--- config.mk ---
export PLATFORM = sky130hd
export DESIGN_NAME = traffic_phase_sched
export DESIGN_NICKNAME = d
export VERILOG_FILES = /design/src/rtl/traffic_pkg.sv /design/src/rtl/traffic_phase_sched_tick_prescaler.sv /design/src/rtl/traffic_phase_sched.sv
export SDC_FILE = /design/constraint.sdc
export NUM_CORES = 1
export LEC_CHECK = 0
export ABC_AREA = 1
export BUFFER_PORTS_ARGS = -buffer_cell sky130_fd_sc_hd__buf_4
export CAP_MARGIN = 20
export CORE_UTILIZATION = 50
export DETAILED_ROUTE_END_ITERATION = 6
export PLACE_DENSITY = 0.71
export SLEW_MARGIN = 20
export SYNTH_ARGS = -nofsm -noshare
export SYNTH_HDL_FRONTEND = slang
export SYNTH_SLANG_ARGS = --single-unit
--- constraint.sdc ---
create_clock -name clk -period 1.45 [get_ports clk]
set_input_delay 0 -clock clk [delete_from_list [all_inputs] [get_ports clk]]
set_output_delay 0 -clock clk [all_outputs]
set_load 0.02 [all_outputs]
--- src/rtl/traffic_pkg.sv ---
// Shared phase encoding and default timing for the intersection phase scheduler.
package traffic_pkg;

  typedef enum logic [2:0] {
    PH_G1    = 3'd0,
    PH_Y1    = 3'd1,
    PH_G2    = 3'd2,
    PH_Y2    = 3'd3,
    PH_PED   = 3'd4,
    PH_FLASH = 3'd5
  } phase_t;

  localparam int DEF_CLK_PER_TICK = 50_000_000;
  localparam int DEF_T_GREEN      = 15;
  localparam int DEF_T_YEL        = 5;
  localparam int DEF_T_PED        = 10;

  // Timer load value for a phase lasting d ticks.
  function automatic logic [7:0] dur_m1(input int d);
    return 8'(d - 1);
  endfunction

endpackage

--- src/rtl/traffic_phase_sched_tick_prescaler.sv ---
// Divides clk down to a one-cycle timing tick every CLK_PER_TICK cycles.
module tick_prescaler #(
  parameter int CLK_PER_TICK = 50_000_000
) (
  input  logic clk,
  input  logic rs,
  output logic tick
);

  localparam int CW = (CLK_PER_TICK > 1) ? $clog2(CLK_PER_TICK) : 1;
  localparam logic [CW-1:0] LAST = CW'(CLK_PER_TICK - 1);

  logic [CW-1:0] count_r;

  assign tick = (count_r == LAST);

  // Free-running count, wrapping on the tick cycle.
  always_ff @(posedge clk) begin
    if (rs) begin
      count_r <= '0;
    end else if (tick) begin
      count_r <= '0;
    end else begin
      count_r <= count_r + CW'(1);
    end
  end

endmodule

--- src/rtl/traffic_phase_sched.sv ---
// Two-direction intersection scheduler: green/yellow/red sequencing, pedestrian
// all-red walk insertion, night flashing-yellow mode and countdown displays.
module traffic_phase_sched
  import traffic_pkg::*;
#(
  parameter int CLK_PER_TICK = DEF_CLK_PER_TICK,
  parameter int T_GREEN      = DEF_T_GREEN,
  parameter int T_YEL        = DEF_T_YEL,
  parameter int T_PED        = DEF_T_PED
) (
  input  logic       clk,
  input  logic       rs,
  input  logic       ped_req,
  input  logic       night,
  output logic       ped_ack,
  output logic       walk,
  output logic       X1,
  output logic       V1,
  output logic       D1,
  output logic       X2,
  output logic       V2,
  output logic       D2,
  output logic [7:0] counter1,
  output logic [7:0] counter2,
  output logic [2:0] phase
);

  if (CLK_PER_TICK < 1 || T_GREEN < 1 || T_YEL < 1 || T_PED < 1 ||
      T_GREEN + T_YEL > 255 || T_PED > 255) begin : g_param_check
    $error("traffic_phase_sched: timing parameters out of range");
  end

  localparam logic [7:0] TG_M1 = dur_m1(T_GREEN);
  localparam logic [7:0] TY_M1 = dur_m1(T_YEL);
  localparam logic [7:0] TP_M1 = dur_m1(T_PED);
  localparam logic [7:0] TY_8  = 8'(T_YEL);

  logic       tick_s;
  phase_t     phase_r, phase_n, ret_r, ret_n;
  logic [7:0] timer_r, timer_n, disp_s;
  logic       blink_r, blink_n, pend_r, pend_n, ack_r, ack_n, enter_ped_s;

  tick_prescaler #(.CLK_PER_TICK(CLK_PER_TICK)) u_prescaler (
    .clk  (clk),
    .rs   (rs),
    .tick (tick_s)
  );

  // Scheduler state register.
  always_ff @(posedge clk) begin
    if (rs) begin
      phase_r <= PH_G1;
      timer_r <= TG_M1;
      blink_r <= 1'b0;
      pend_r  <= 1'b0;
      ret_r   <= PH_G1;
      ack_r   <= 1'b0;
    end else begin
      phase_r <= phase_n;
      timer_r <= timer_n;
      blink_r <= blink_n;
      pend_r  <= pend_n;
      ret_r   <= ret_n;
      ack_r   <= ack_n;
    end
  end

  // Next-state logic: a phase ends on the tick that finds its timer at zero.
  always_comb begin
    phase_n     = phase_r;
    timer_n     = timer_r;
    blink_n     = blink_r;
    ret_n       = ret_r;
    ack_n       = 1'b0;
    enter_ped_s = 1'b0;
    case (phase_r)
      PH_FLASH: begin
        if (tick_s && !night) begin
          phase_n = PH_G1;
          timer_n = TG_M1;
          blink_n = 1'b0;
        end else if (tick_s) begin
          blink_n = ~blink_r;
        end else begin
          blink_n = blink_r;
        end
      end
      PH_G1, PH_Y1, PH_G2, PH_Y2, PH_PED: begin
        if (tick_s && timer_r != 8'd0) begin
          timer_n = timer_r - 8'd1;
        end else if (tick_s) begin
          case (phase_r)
            PH_G1: begin
              phase_n = PH_Y1;
              timer_n = TY_M1;
            end
            PH_G2: begin
              phase_n = PH_Y2;
              timer_n = TY_M1;
            end
            PH_PED: begin
              phase_n = ret_r;
              timer_n = TG_M1;
            end
            default: begin
              // End of a yellow: night beats a waiting pedestrian.
              if (night) begin
                phase_n = PH_FLASH;
                timer_n = 8'd0;
                blink_n = 1'b1;
              end else if (pend_r) begin
                phase_n     = PH_PED;
                timer_n     = TP_M1;
                ret_n       = (phase_r == PH_Y1) ? PH_G2 : PH_G1;
                ack_n       = 1'b1;
                enter_ped_s = 1'b1;
              end else begin
                phase_n = (phase_r == PH_Y1) ? PH_G2 : PH_G1;
                timer_n = TG_M1;
              end
            end
          endcase
        end else begin
          timer_n = timer_r;
        end
      end
      default: begin
        phase_n = PH_G1;
        timer_n = TG_M1;
        blink_n = 1'b0;
      end
    endcase

    if (enter_ped_s) begin
      pend_n = 1'b0;
    end else if (ped_req && phase_r != PH_PED) begin
      pend_n = 1'b1;
    end else begin
      pend_n = pend_r;
    end
  end

  // Light and display decode from the phase register.
  always_comb begin
    {X1, V1, D1, X2, V2, D2} = 6'b000_000;
    disp_s = 8'd0;
    case (phase_r)
      PH_G1:    begin {X1, D2} = 2'b11; disp_s = timer_r + 8'd1 + TY_8; end
      PH_Y1:    begin {V1, D2} = 2'b11; disp_s = timer_r + 8'd1; end
      PH_G2:    begin {D1, X2} = 2'b11; disp_s = timer_r + 8'd1 + TY_8; end
      PH_Y2:    begin {D1, V2} = 2'b11; disp_s = timer_r + 8'd1; end
      PH_PED:   begin {D1, D2} = 2'b11; disp_s = timer_r + 8'd1; end
      PH_FLASH: begin V1 = blink_r; V2 = blink_r; disp_s = 8'd0; end
      default:  begin {D1, D2} = 2'b11; disp_s = 8'd0; end
    endcase
  end

  assign walk     = (phase_r == PH_PED);
  assign ped_ack  = ack_r;
  assign counter1 = disp_s;
  assign counter2 = disp_s;
  assign phase    = phase_r;

endmodule
==> results.sh <==
export IMPL_status="finished, violations left"
export IMPL_violations="negative setup slack"
export IMPL_p_int_mw=1.60
export IMPL_areaGrowthSynthToFinish_pct=64.9
export IMPL_p_per_area_nw_per_um2=439
export IMPL_multiInputGateArea_um2=2370
export IMPL_yosysUniqueCellTypes=35
export IMPL_io_pins=31
export IMPL_sequentialPowerShare_pct=53.5
export IMPL_crit_path_max_fanout=5
export IMPL_seqCellArea_um2=868
export IMPL_antenna_found_initial=2
export IMPL_synthArstFlopShare_pct=0
export IMPL_tightest_slew_ns=0.430
export IMPL_ff2ff_setup_slack_ns=-0.36
export IMPL_dp_hpwl_um=6150
export IMPL_grt_pass1_wl_um=14400
export IMPL_slew_headroom_pct=71.2
export IMPL_crit_type="reg2out"
export IMPL_start_kind="flop"
export IMPL_finalSetupViolations=60
export IMPL_clkTransAtPathRegs_ns=0.09
export IMPL_final_net_count=601
export IMPL_finalInstanceArea_um2=4820
export IMPL_end_kind="output pin"
export IMPL_routed_via_density=6.15
export IMPL_wl_per_cell_um=20.0
export IMPL_numClockSinks=41
export IMPL_hold_violations=0
export IMPL_synth_edff_count=0
export IMPL_place_gp_congestion=0.878
export IMPL_rows=27
export IMPL_netlist_instances=464
export IMPL_synth_nets=473
export IMPL_p_comb_share_pct=4.9
export IMPL_synth_ff_type="dfxtp_1"
export IMPL_postPlaceCellArea_um2=3730
export IMPL_drv_slew=0
export IMPL_totalNegativeSetupSlack_ns=-12.97
export IMPL_avgSynthCellArea_um2=6.30
export IMPL_skew_ns=0.0175
export IMPL_die_w_um=78.5
export IMPL_cts_buffer_depth=2
export IMPL_drive_gt1_share_pct=51.9
export IMPL_grt_overflow_total=0
export IMPL_setup_slack_ns=-0.590
export IMPL_wl_um=13300
export IMPL_power_frac_clock_pct=41.6
export IMPL_cp_data_required_time_ns=1.45
export IMPL_swShare_pct=24.5
export IMPL_post_route_drc_count=0
export IMPL_switchingPower_uw=518
export IMPL_clk_latency_ns=0.31
export IMPL_cts_made_buffers=5
export IMPL_grt_setup_unrepaired="yes"
export IMPL_period_needed_ns=2.04
export IMPL_cts_root_buffer="clkbuf_8"
export IMPL_core_um2=5570
export IMPL_postRouteAntennaNets=0
export IMPL_cts_tree="done"
export IMPL_drt_iter0_drc=541
export IMPL_synth_warnings=0
export IMPL_grt_max_degree=13
export IMPL_crit_arrival_ns=2.04
export IMPL_h_tree_depth=2
export IMPL_yosysSeqAreaShare_pct=28.1
export IMPL_leakage_nw=2.17
export IMPL_drv_cap=0
export IMPL_ys_seq_elements=41
export IMPL_vias=4096
export IMPL_start_util_pct=52.4
export IMPL_first_pass_iters=6
export IMPL_dieArea_um2=6160
export IMPL_peakVddDrop_mv=0.502
export IMPL_grt_pass1_vias=3198
export IMPL_hp_class="in2reg"
export IMPL_port_buffers=30
export IMPL_netlist_area_um2=2920
export IMPL_fillers=265
export IMPL_period_share_pct=141
export IMPL_grtUsageTotal_pct=29.8
export IMPL_max_freq_mhz=490
export IMPL_die_h_um=78.5
-- kinds of logic (layout without fill, tap and decap cells) --
logic type	Yosys count	count (layout)	share of synthesized area (%)
flip-flops	41	41	28.1
AO/OA/AOI/OAI	41	41	7.41
XOR/XNOR	15	15	4.49
adder cells (fa/ha/maj)	5	5	2.14
AND/OR/NAND/NOR	285	285	46.5
buffers and inverters	77	205	11.4
other	0	2	0
-- cell usage in the layout, fill, tap and decap left out, types with 15 or more instances in the layout --
cell,n
nor2_1,41
inv_1,45
nor2_2,21
nand2_2,20
nand4_1,15
nand2_1,90
nor2_4,20
nand3_1,20
buf_6,34
dfxtp_1,19
a21oi_1,21
buf_4,99
-- path summary, 6_finish.rpt --
kind / cells past startpoint / from / end
max: 11 / timer_r[1] / counter1[7]
min: 5 / night / timer_r[6]
max reg2reg: 9 / u_prescaler.count_r[15] / timer_r[3]
min reg2reg: 1 / u_prescaler.count_r[12] / u_prescaler.count_r[12]
-- flip-flops by register name, indices dropped and copies added, names as in the netlist --
signal,cells
u_prescaler.count_r,26
timer_r,8
blink_r,1
ped_ack,1
pend_r,1
phase,3
ret_r,1
-- metal layers --
layer  wire, um  vias to the layer above  GRT usage, %
li1           -                     1722             -
met5          0                        -             0
met3       1450                      141          4.19
met2       6180                      386          50.3
met1       4620                     1847          37.8
met4       1100                        0          12.2
-- critical path, stage by stage (launching register included) --
cell and delay (ns):
dfxtp_4 0.42, inv_4 0.06, ha_4 0.27, inv_2 0.05, o21ai_2 0.14, nand2_1 0.10, nor2_2 0.17, nand3_1 0.09
nor2_1 0.09, nor2_1 0.05, nor2_2 0.13, buf_6 0.14
-- power groups by stage --
stage / registers, mW / clock network (mW) / logic [mW]
after CTS: 1.14 / 0.870 / 0.0841
final: 1.13 / 0.879 / 0.103
after global routing: 1.13 / 0.931 / 0.110
after detailed placement: 1.17 / 0 / 0.0729
after global placement: 1.17 / 0 / 0.0714
after floorplan: 1.17 / 0 / 0.0366
-- per-stage QoR --
stage | hold slack [ns] | setup WS (ns) | instances | util, % | total power [mW]
final | 0.224 | -0.590 | 666 | 86.5 | 2.11
after global routing | 0.240 | -0.622 | 665 | 86.4 | 2.17
after CTS | 0.156 | -0.398 | 643 | 76.7 | 2.09
after detailed placement | 0.241 | -0.136 | 618 | 66.9 | 1.24
after global placement | 0.237 | -0.0583 | 618 | 66.9 | 1.24
after floorplan | 0.0691 | -0.167 | 464 | - | 1.20
-- area by class of cell --
class | instances | area share [%]
sequential | 41 | 18.0
multi-input combinational | 346 | 49.1
antenna | 2 | 0.104
clock inverter | 1 | 0.104
tap | 72 | 1.87
timing repair buffer | 136 | 23.9
inverter | 62 | 4.98
clock buffer | 6 | 1.95
-- synth_stat cells (2+ instances only) --
cell      number  area (um^2)
a21oi_1       25          125
buf_2          5         25.0
buf_4          8         60.1
dfxtp_1       41          821
ha_1           5         62.6
inv_1         58          218
inv_2          4         15.0
nand2_1      118          443
nand2_2        4         25.0
nand2_4        2         22.5
nand2_8        2         40.0
nand3_1       31          155
nand3_2        2         20.0
nand3b_1       2         15.0
nand4_1       15         93.8
nor2_1        69          259
nor2_2         9         56.3
nor2_4         4         45.0
nor3_1        13         65.1
nor3_2         3         30.0
nor3b_1        4         30.0
o21ai_0       11         55.1
o22ai_1        2         12.5
or2_0          2         12.5
or2_2          2         12.5
xnor2_1        2         17.5
xor2_1        13          114
-- repair_timing --
item	in CTS	in global routing
resized for setup	78	120
hold buffers	2	0
buffers inserted	16	22
cloned	0	1
setup endpoints to repair	58	60
endpoints found under the hold margin	7	0
pin swaps	29	48
Note: power is estimated with default switching activity, not from simulation.
